--- config.mk ---
export PLATFORM = sky130hd
export DESIGN_NAME = aes_block_scheduler
export DESIGN_NICKNAME = d
export VERILOG_FILES = /design/src/rtl/aes_block_scheduler.sv
export SDC_FILE = /design/constraint.sdc
export NUM_CORES = 1
export LEC_CHECK = 0
export BUFFER_PORTS_ARGS = -buffer_cell sky130_fd_sc_hd__buf_2
export CAP_MARGIN = 20
export CORE_AREA = 2 2 213 215
export CTS_BUF_LIST = sky130_fd_sc_hd__clkbuf_4 sky130_fd_sc_hd__clkbuf_8
export DETAILED_ROUTE_END_ITERATION = 6
export DIE_AREA = 0 0 215 217
export PLACE_DENSITY = 0.61
export SYNTH_ARGS = -nofsm -noshare
export SYNTH_HDL_FRONTEND = slang
export SYNTH_SLANG_ARGS = --single-unit
--- constraint.sdc ---
create_clock -name clk -period 2.49 [get_ports clk]
set_input_delay 0.498 -clock clk [delete_from_list [all_inputs] [get_ports clk]]
set_output_delay 0.498 -clock clk [all_outputs]
set_load 0.02 [all_outputs]
--- src/rtl/aes_block_scheduler.sv ---
`default_nettype none
// ============================================================================
// Module   : aes_block_scheduler
// Function : Credit-gated sequencer feeding plaintext blocks to the AES core
//            and writing ciphertext into the encrypted FIFO.
// Revision : 1.0
// ============================================================================
module aes_block_scheduler #(
    parameter int ENC_DEPTH_BLOCKS = 2,
    parameter int TIMEOUT_CYCLES   = 255,
    parameter int CNT_W            = 16
) (
    input  wire logic                                  clk,
    input  wire logic                                  n_rst,
    input  wire logic                                  blk_valid,
    input  wire logic [127:0]                          blk_data,
    output logic                                       aes_start,
    output logic [127:0]                               aes_data,
    input  wire logic                                  aes_complete,
    input  wire logic [127:0]                          aes_result,
    output logic                                       enc_load,
    output logic [127:0]                               enc_data,
    input  wire logic                                  enc_block_read,
    output logic                                       busy,
    output logic [$clog2(ENC_DEPTH_BLOCKS+1)-1:0]      credits,
    output logic [CNT_W-1:0]                           blk_count,
    output logic                                       overflow,
    output logic                                       timeout_err
);

    localparam int CRD_W = $clog2(ENC_DEPTH_BLOCKS + 1);
    localparam int TMR_W = $clog2(TIMEOUT_CYCLES + 1);
    localparam logic [CRD_W-1:0] C_CRD_MAX  = CRD_W'(ENC_DEPTH_BLOCKS);
    localparam logic [TMR_W-1:0] C_TMR_LAST = TMR_W'(TIMEOUT_CYCLES - 1);

    typedef enum logic [1:0] {
        ST_IDLE  = 2'd0,
        ST_ISSUE = 2'd1,
        ST_WAIT  = 2'd2,
        ST_WRITE = 2'd3
    } state_t;

    state_t             r_state;
    state_t             w_state_nxt;
    logic [127:0]       r_hold;
    logic               r_hold_valid;
    logic [TMR_W-1:0]   r_timer;
    logic [CRD_W-1:0]   r_credits;
    logic [CRD_W-1:0]   w_credits_nxt;
    logic [CNT_W-1:0]   r_blk_count;
    logic               r_aes_start;
    logic [127:0]       r_aes_data;
    logic               r_enc_load;
    logic [127:0]       r_enc_data;
    logic               r_busy;
    logic               r_overflow;
    logic               r_timeout_err;

    logic               w_timeout;
    logic               w_complete;
    logic               w_consume;
    logic               w_capture;
    logic               w_drop;
    logic               w_hold_valid_nxt;
    logic               w_crd_inc;

    always_comb begin
        w_state_nxt = r_state;
        w_timeout   = 1'b0;
        w_complete  = 1'b0;
        case (r_state)
            ST_IDLE: begin
                if (r_hold_valid && (r_credits != '0))
                    w_state_nxt = ST_ISSUE;
            end
            ST_ISSUE: w_state_nxt = ST_WAIT;
            ST_WAIT: begin
                if (aes_complete) begin
                    w_complete  = 1'b1;
                    w_state_nxt = ST_WRITE;
                end else if (r_timer == C_TMR_LAST) begin
                    w_timeout   = 1'b1;
                    w_state_nxt = ST_IDLE;
                end
            end
            ST_WRITE: w_state_nxt = ST_IDLE;
            default:  w_state_nxt = ST_IDLE;
        endcase
    end

    // A block arriving in the same cycle the hold is issued refills it.
    assign w_consume        = (r_state == ST_ISSUE);
    assign w_capture        = blk_valid && (!r_hold_valid || w_consume);
    assign w_drop           = blk_valid && !w_capture;
    assign w_hold_valid_nxt = w_capture || (r_hold_valid && !w_consume);
    assign w_crd_inc        = enc_block_read || w_timeout;

    always_comb begin
        w_credits_nxt = r_credits;
        if (w_crd_inc && !w_consume) begin
            if (r_credits != C_CRD_MAX)
                w_credits_nxt = r_credits + 1'b1;
        end else if (w_consume && !w_crd_inc) begin
            w_credits_nxt = r_credits - 1'b1;
        end
    end

    always_ff @(posedge clk or negedge n_rst) begin
        if (!n_rst) begin
            r_state       <= ST_IDLE;
            r_hold        <= '0;
            r_hold_valid  <= 1'b0;
            r_timer       <= '0;
            r_credits     <= C_CRD_MAX;
            r_blk_count   <= '0;
            r_aes_start   <= 1'b0;
            r_aes_data    <= '0;
            r_enc_load    <= 1'b0;
            r_enc_data    <= '0;
            r_busy        <= 1'b0;
            r_overflow    <= 1'b0;
            r_timeout_err <= 1'b0;
        end else begin
            r_state      <= w_state_nxt;
            r_hold_valid <= w_hold_valid_nxt;
            r_credits    <= w_credits_nxt;
            if (w_capture)
                r_hold <= blk_data;
            // Strobes are registered one state ahead so they coincide with their state.
            r_aes_start <= (w_state_nxt == ST_ISSUE);
            if ((r_state == ST_IDLE) && (w_state_nxt == ST_ISSUE))
                r_aes_data <= r_hold;
            r_enc_load <= (w_state_nxt == ST_WRITE);
            if (w_complete)
                r_enc_data <= aes_result;
            if (r_state == ST_ISSUE)
                r_timer <= '0;
            else if (r_state == ST_WAIT)
                r_timer <= r_timer + 1'b1;
            if (r_state == ST_WRITE)
                r_blk_count <= r_blk_count + 1'b1;
            r_busy        <= (w_state_nxt != ST_IDLE) || w_hold_valid_nxt;
            r_overflow    <= r_overflow || w_drop;
            r_timeout_err <= r_timeout_err || w_timeout;
        end
    end

    assign aes_start   = r_aes_start;
    assign aes_data    = r_aes_data;
    assign enc_load    = r_enc_load;
    assign enc_data    = r_enc_data;
    assign busy        = r_busy;
    assign credits     = r_credits;
    assign blk_count   = r_blk_count;
    assign overflow    = r_overflow;
    assign timeout_err = r_timeout_err;

endmodule
`default_nettype wire

# Word-level counts from Yosys, hierarchy flattened
# Index checks and enable logic that the tools add are counted.
[op_classes]
muxes = 14
add_sub_neg = 4
eq_ne = 8
n_reduce_logical = 23
[op_table]
columns = ["cell", "n"]
rows = [
  ["adder 16 x 1 -> 16 bit (second input constant)", 1],
  ["two-way mux 8 bit", 2],
  ["two-way mux 2 bit", 6],
  ["adder 8 x 1 -> 8 bit (second input constant)", 1],
  ["== test 8 bit (second input constant)", 1],
  ["case mux 2 bit (4 select lines)", 1],
  ["nonzero test 2 bit", 4],
  ["logical AND 1 bit", 7],
  ["== test 2 bit (second input constant)", 3],
  ["logical OR 1 bit", 6],
  ["two-way mux 1 bit", 5],
  ["== test 2 x 1 -> 1 bit (second input constant)", 2],
  ["zero test 1 bit", 4],
  ["adder 2 x 1 -> 2 bit (second input constant)", 1],
  ["zero test 2 bit", 1],
  ["!= test 2 x 1 -> 1 bit (second input constant)", 1],
  ["!= test 2 bit (second input constant)", 1],
  ["AND reduction 2 bit", 1],
  ["subtractor 2 x 1 -> 2 bit (second input constant)", 1],
]
[word_totals]
inputBits = 261
register_bits = 418
output_inout_bits = 279

# Longest topological paths before layout
[logic_depth]
word_depth = 9
depth_mapped = 8
depth_no_buf = 7

# Least setup slack after synthesis
# Ideal clock, no wire load.
[synth_path]
kind = "reg2reg"
startpoint = "reg r_state[0]"
endpoint = "reg r_aes_data[100], in the netlist aes_data[100]"
setup_time_ps = 125
required_time_ps = 2365
path_buffers = 2
t_arrival_ps = 2172
synth_period_minus_slack_ps = 2297
path_stages_with_launch = 9
slack_ps = 193
cell_sequence = "dfrtp_1 -> inv_1 -> ha_1 -> a21oi_1 -> a311o_1 -> a221oi_4 -> buf_12 -> buf_12 -> mux2_4"
[synth_via]
elab_chain_len = 5
[synth_lines]
columns = ["element", "line_no", "text"]
rows = [
  ["from (decl)", "43", "state_t r_state;"],
  ["from (signal assigned)", "124", "r_state <= w_state_nxt;"],
  ["two-way mux 2 bit", "81", "end else if (r_timer == C_TMR_LAST) begin"],
  ["two-way mux 2 bit", "78", "if (aes_complete) begin"],
  ["case mux 2 bit (4 select lines)", "71", "case (r_state)"],
  ["== test 2 x 1 -> 1 bit", "131", "if ((r_state == ST_IDLE) && (w_state_nxt == ST_ISSUE))"],
  ["logical AND 1 bit *", "131", ""],
  ["to (signal assigned)", "132", "r_aes_data <= r_hold;"],
  ["to (decl)", "52", "logic [127:0] r_aes_data;"],
]
# Every way passes the cells marked *; elsewhere a longest branch is shown, timed or not.
# A chain may end at the register's enable or synchronous reset.

# Worst setup path in the final report
[layout_path]
startpoint = "reg r_state[0]"
endpoint = "reg r_aes_data[107], in the netlist aes_data[107]"
# Same word-level chain as after synthesis.

==> qor.csv <==
stage,metric,value,unit
detailed_routing,Pre-Repair DR Iteration Count,4,
yosys,"count leader, synth",dfrtp_1,
global_route,vias in the first global route,11300,
detailed_routing,Initial DRC Count,358,
yosys,"EDFF count, synth",0,
hold_path,Worst Hold End,r_hold[2],
hold_path,worst min-delay path startpoint,blk_data[2],
worst_setup_path,CP Max Fanout,13,
clock_network,"Clk Latency, worst-skew pair",0.62,ns
hold_path,Hold/Removal Path Class,in2reg,
global_route,Global Route Usage Sum,17.2,%
clock_network,clk sinks,418,
timing,Worst Max-Slew Pin Slew,0.757,ns
placed_design,Buffers on Ports,539,
hold_path,hold depth,2,
worst_setup_path,FF-to-FF Start,r_state[0],
yosys,Synth area leaders,"dfrtp_1 64%, mux2_2 18%, mux2_4 9.2%",
power,Lkg Pwr,0.0106,uW
placed_design,post-DP HPWL,29700,um
clock_network,CTS tree,yes,
power,Peak VDD IR,0.807,mV
yosys,ys async rst share,100,%
clock_network,clk root buf,clkbuf_8,
global_route,gr ovfl total,0,
timing,Worst slew margin,49.5,%
timing,fin. max-slew vios,0,
worst_setup_path,R2R cell count,9,
power,combinational fraction of design power,42.4,%
flow_run,Max-cap violations,0,
timing,min cycle time layout,2.34,ns
layout,final cell count without fillers,2249,
clock_network,Num CTS Buffers,74,
timing,Final Hold Fails,0,
floorplanning,Die Y-Extent,217,um
worst_setup_path,CP Class,reg2reg,
timing,part of the cycle the worst path needs,94.1,%
layout,final instance area,21800,um2
yosys,Netlist Area Pre-Place,16300,um2
yosys,Commonest cells post-synth,"417 x dfrtp_1, 257 x mux2_2, 100 x mux2_4, 28 x mux2_1, 26 x clkbuf_1",
global_route,first-pass GRT wire length,63000,um
floorplanning,# IOs,540,
timing,setup violators final,0,
worst_setup_path,reg-to-reg critical path endpoint,aes_data[107],
worst_setup_path,Worst Path Arrival,2.83,ns
placed_design,GPL Wtd Cong,0.824,
placed_design,pre-CTS WS,-0.00782,ns
global_route,initial antenna violation count,5,
floorplanning,cell row count,78,
power,power share of the sequential group,36.5,%
yosys,post-synthesis sequential area ratio,64.1,%
clock_network,H-tree levels,3,
detailed_routing,Remaining DRCs,0,
floorplanning,Die X,215,um
clock_network,Longest Clk Path Bufs,3,
detailed_routing,vias per cell,4.61,
yosys,yosys warns,0,
floorplanning,Die ar.,46700,um2
placed_design,Placement Cell Area,20000,um2
detailed_routing,Routed Antenna Nets,0,
detailed_routing,DR vias,10400,
detailed_routing,WL per Instance,18.1,um
worst_setup_path,CP required,2.98,ns
placed_design,placed insts,2114,
layout,fraction of layout cells with a size suffix above 1,66.2,%
timing,slack of the critical path,0.148,ns
yosys,Yosys reg bits,418,
timing,final hold slack,0.107,ns
layout,area delta synth->final,33.4,%
yosys,cell accounting for the most synthesized area,dfrtp_1,
clock_network,Worst-path clk slew,0.06,ns
yosys,Mapped Avg Cell Area,16.9,um2
yosys,Mapped Cells,963,
worst_setup_path,Setup crit end kind,register,
outcome,status,finished clean,
timing,RSZ-0062 raised after global routing,no,
power,Sw Pwr,11500,uW
power,Pint,21500,uW
yosys,Synth Flop Type,dfrtp_1,
timing,fmax,0.427,GHz
worst_setup_path,R2R setup slack,0.15,ns
worst_setup_path,CP startpoint kind,register,
yosys,"Distinct cells, synth",41,
detailed_routing,drt total wl,40800,um
power,Power Density,1520,nW/um2
global_route,largest net degree at the start of global routing,65,
power,Net Sw Frac,34.9,%
yosys,post-synth top area share,63.9,%
yosys,Synth Net Count,1232,
floorplanning,Initial Utilization,36.5,%
floorplanning,Core ar.,44700,um2
power,Clock power frac,21.2,%
timing,Worst Skew,0.0153,ns
layout,Layout Nets,1865,
power,total power,33000,uW
==> how the worst max path moves through the flow <==
stage,from,endpoint,cells after the start
CTS,r_state[1],aes_data[107],8
global placement,r_state[1],aes_data[44],8
detailed placement,r_state[1],aes_data[77],8
global route,r_state[0],aes_data[107],9
floorplan,r_state[0],aes_data[100],8
finish,r_state[0],aes_data[107],9
==> power groups by stage <==
| stage | sequential [uW] | combinational (uW) | clock [uW] |
|---|---|---|---|
| finish | 12000 | 14000 | 6990 |
| global route | 12500 | 14900 | 7520 |
| CTS | 12100 | 14000 | 7220 |
| detailed placement | 12100 | 14000 | 0 |
| global placement | 12000 | 13700 | 0 |
| floorplan | 14500 | 7190 | 0 |
==> registers in the layout (all words and copies together) (netlist names) <==
register	cells
r_state	2
r_hold_valid	1
timeout_err	1
aes_data	128
busy	1
credits	2
overflow	1
enc_load	1
enc_data	128
aes_start	1
blk_count	16
r_hold	128
r_timer	8
==> stage by stage <==
step           utilization [%]  setup TNS [ns]
2_1_floorplan                -               0
3_3_place_gp              44.8               0
3_5_place_dp              44.8         -0.0229
4_1_cts                   48.5               0
5_1_grt                   48.7               0
6_report                  48.7               0
==> what timing repair did <==
| item | 4_1_cts | 5_1_grt |
|---|---|---|
| endpoints found under the hold margin | 41 | 0 |
| resized for setup | 1 | 4 |
| pin swaps | 0 | 1 |
| setup endpoints to repair | 11 | 95 |
| buffers inserted | 1 | 3 |
| cloned | 0 | 1 |
| hold buffers | 1 | 0 |
==> cell type report <==
class / count / area [um2]
clock inverter: 15 / 231
tap: 600 / 751
clock buffer: 111 / 1410
fill: 4019 / 22900
sequential: 418 / 10500
timing repair buffer: 601 / 3400
antenna: 3 / 7.51
inverter: 10 / 37.5
multi-input combinational: 491 / 5470
==> critical path, stage by stage (launching register included) <==
cell	delay, ns
dfrtp_1	0.39
inv_2	0.12
ha_1	0.18
a21oi_1	0.09
a311o_1	0.36
a221oi_4	0.24
buf_4	0.18
buf_12	0.16
buf_12	0.17
mux2_1	0.33
==> metal layers <==
layer | GRT usage, % | wire length [um]
met1 | 20.9 | 16700
met5 | 0 | 27
met2 | 28.8 | 20200
met3 | 5.59 | 2750
met4 | 6.16 | 1110
==> layout by cell type (no fill, tap or decap), types with 2 or more instances in the layout <==
| cell type | synthesis | final |
|---|---|---|
| nand2_1 | 12 | 11 |
| buf_2 | 3 | 538 |
| a21o_1 | 2 | 2 |
| o21ai_0 | 5 | 5 |
| and3_1 | 4 | 4 |
| inv_1 | 10 | 8 |
| mux2_1 | 28 | 28 |
| xnor2_1 | 15 | 15 |
| clkbuf_8 | 0 | 92 |
| a21oi_1 | 7 | 7 |
| and4_1 | 2 | 2 |
| o31ai_1 | 2 | 2 |
| buf_12 | 11 | 16 |
| dfrtp_1 | 417 | 417 |
| nor3_1 | 3 | 3 |
| mux2i_1 | 2 | 2 |
| inv_2 | 0 | 2 |
| ha_1 | 8 | 7 |
| bufinv_16 | 0 | 6 |
| nand3_1 | 7 | 7 |
| nor2_1 | 8 | 8 |
| nand2b_1 | 3 | 3 |
| mux2_2 | 257 | 257 |
| buf_4 | 0 | 43 |
| diode_2 | 0 | 3 |
| mux2_4 | 100 | 100 |
| nor2b_1 | 3 | 3 |
| clkinv_2 | 0 | 7 |
| xor2_1 | 4 | 4 |
| clkbuf_4 | 0 | 19 |
| nand4_1 | 5 | 5 |
==> cell families (layout without fill, tap and decap cells) <==
kind of cell / count (synthesis) / in the layout / synth area share [%]
other cells: 0 / 3 / 0
buf+inv: 54 / 737 / 2.50
flops: 418 / 418 / 64.1
fa+ha+maj: 8 / 8 / 0.613
compound gates: 27 / 27 / 1.21
xor+xnor: 19 / 19 / 1.02
mux: 387 / 387 / 29.0
simple gates: 50 / 50 / 1.57
Note: power is estimated with default switching activity, not from simulation.
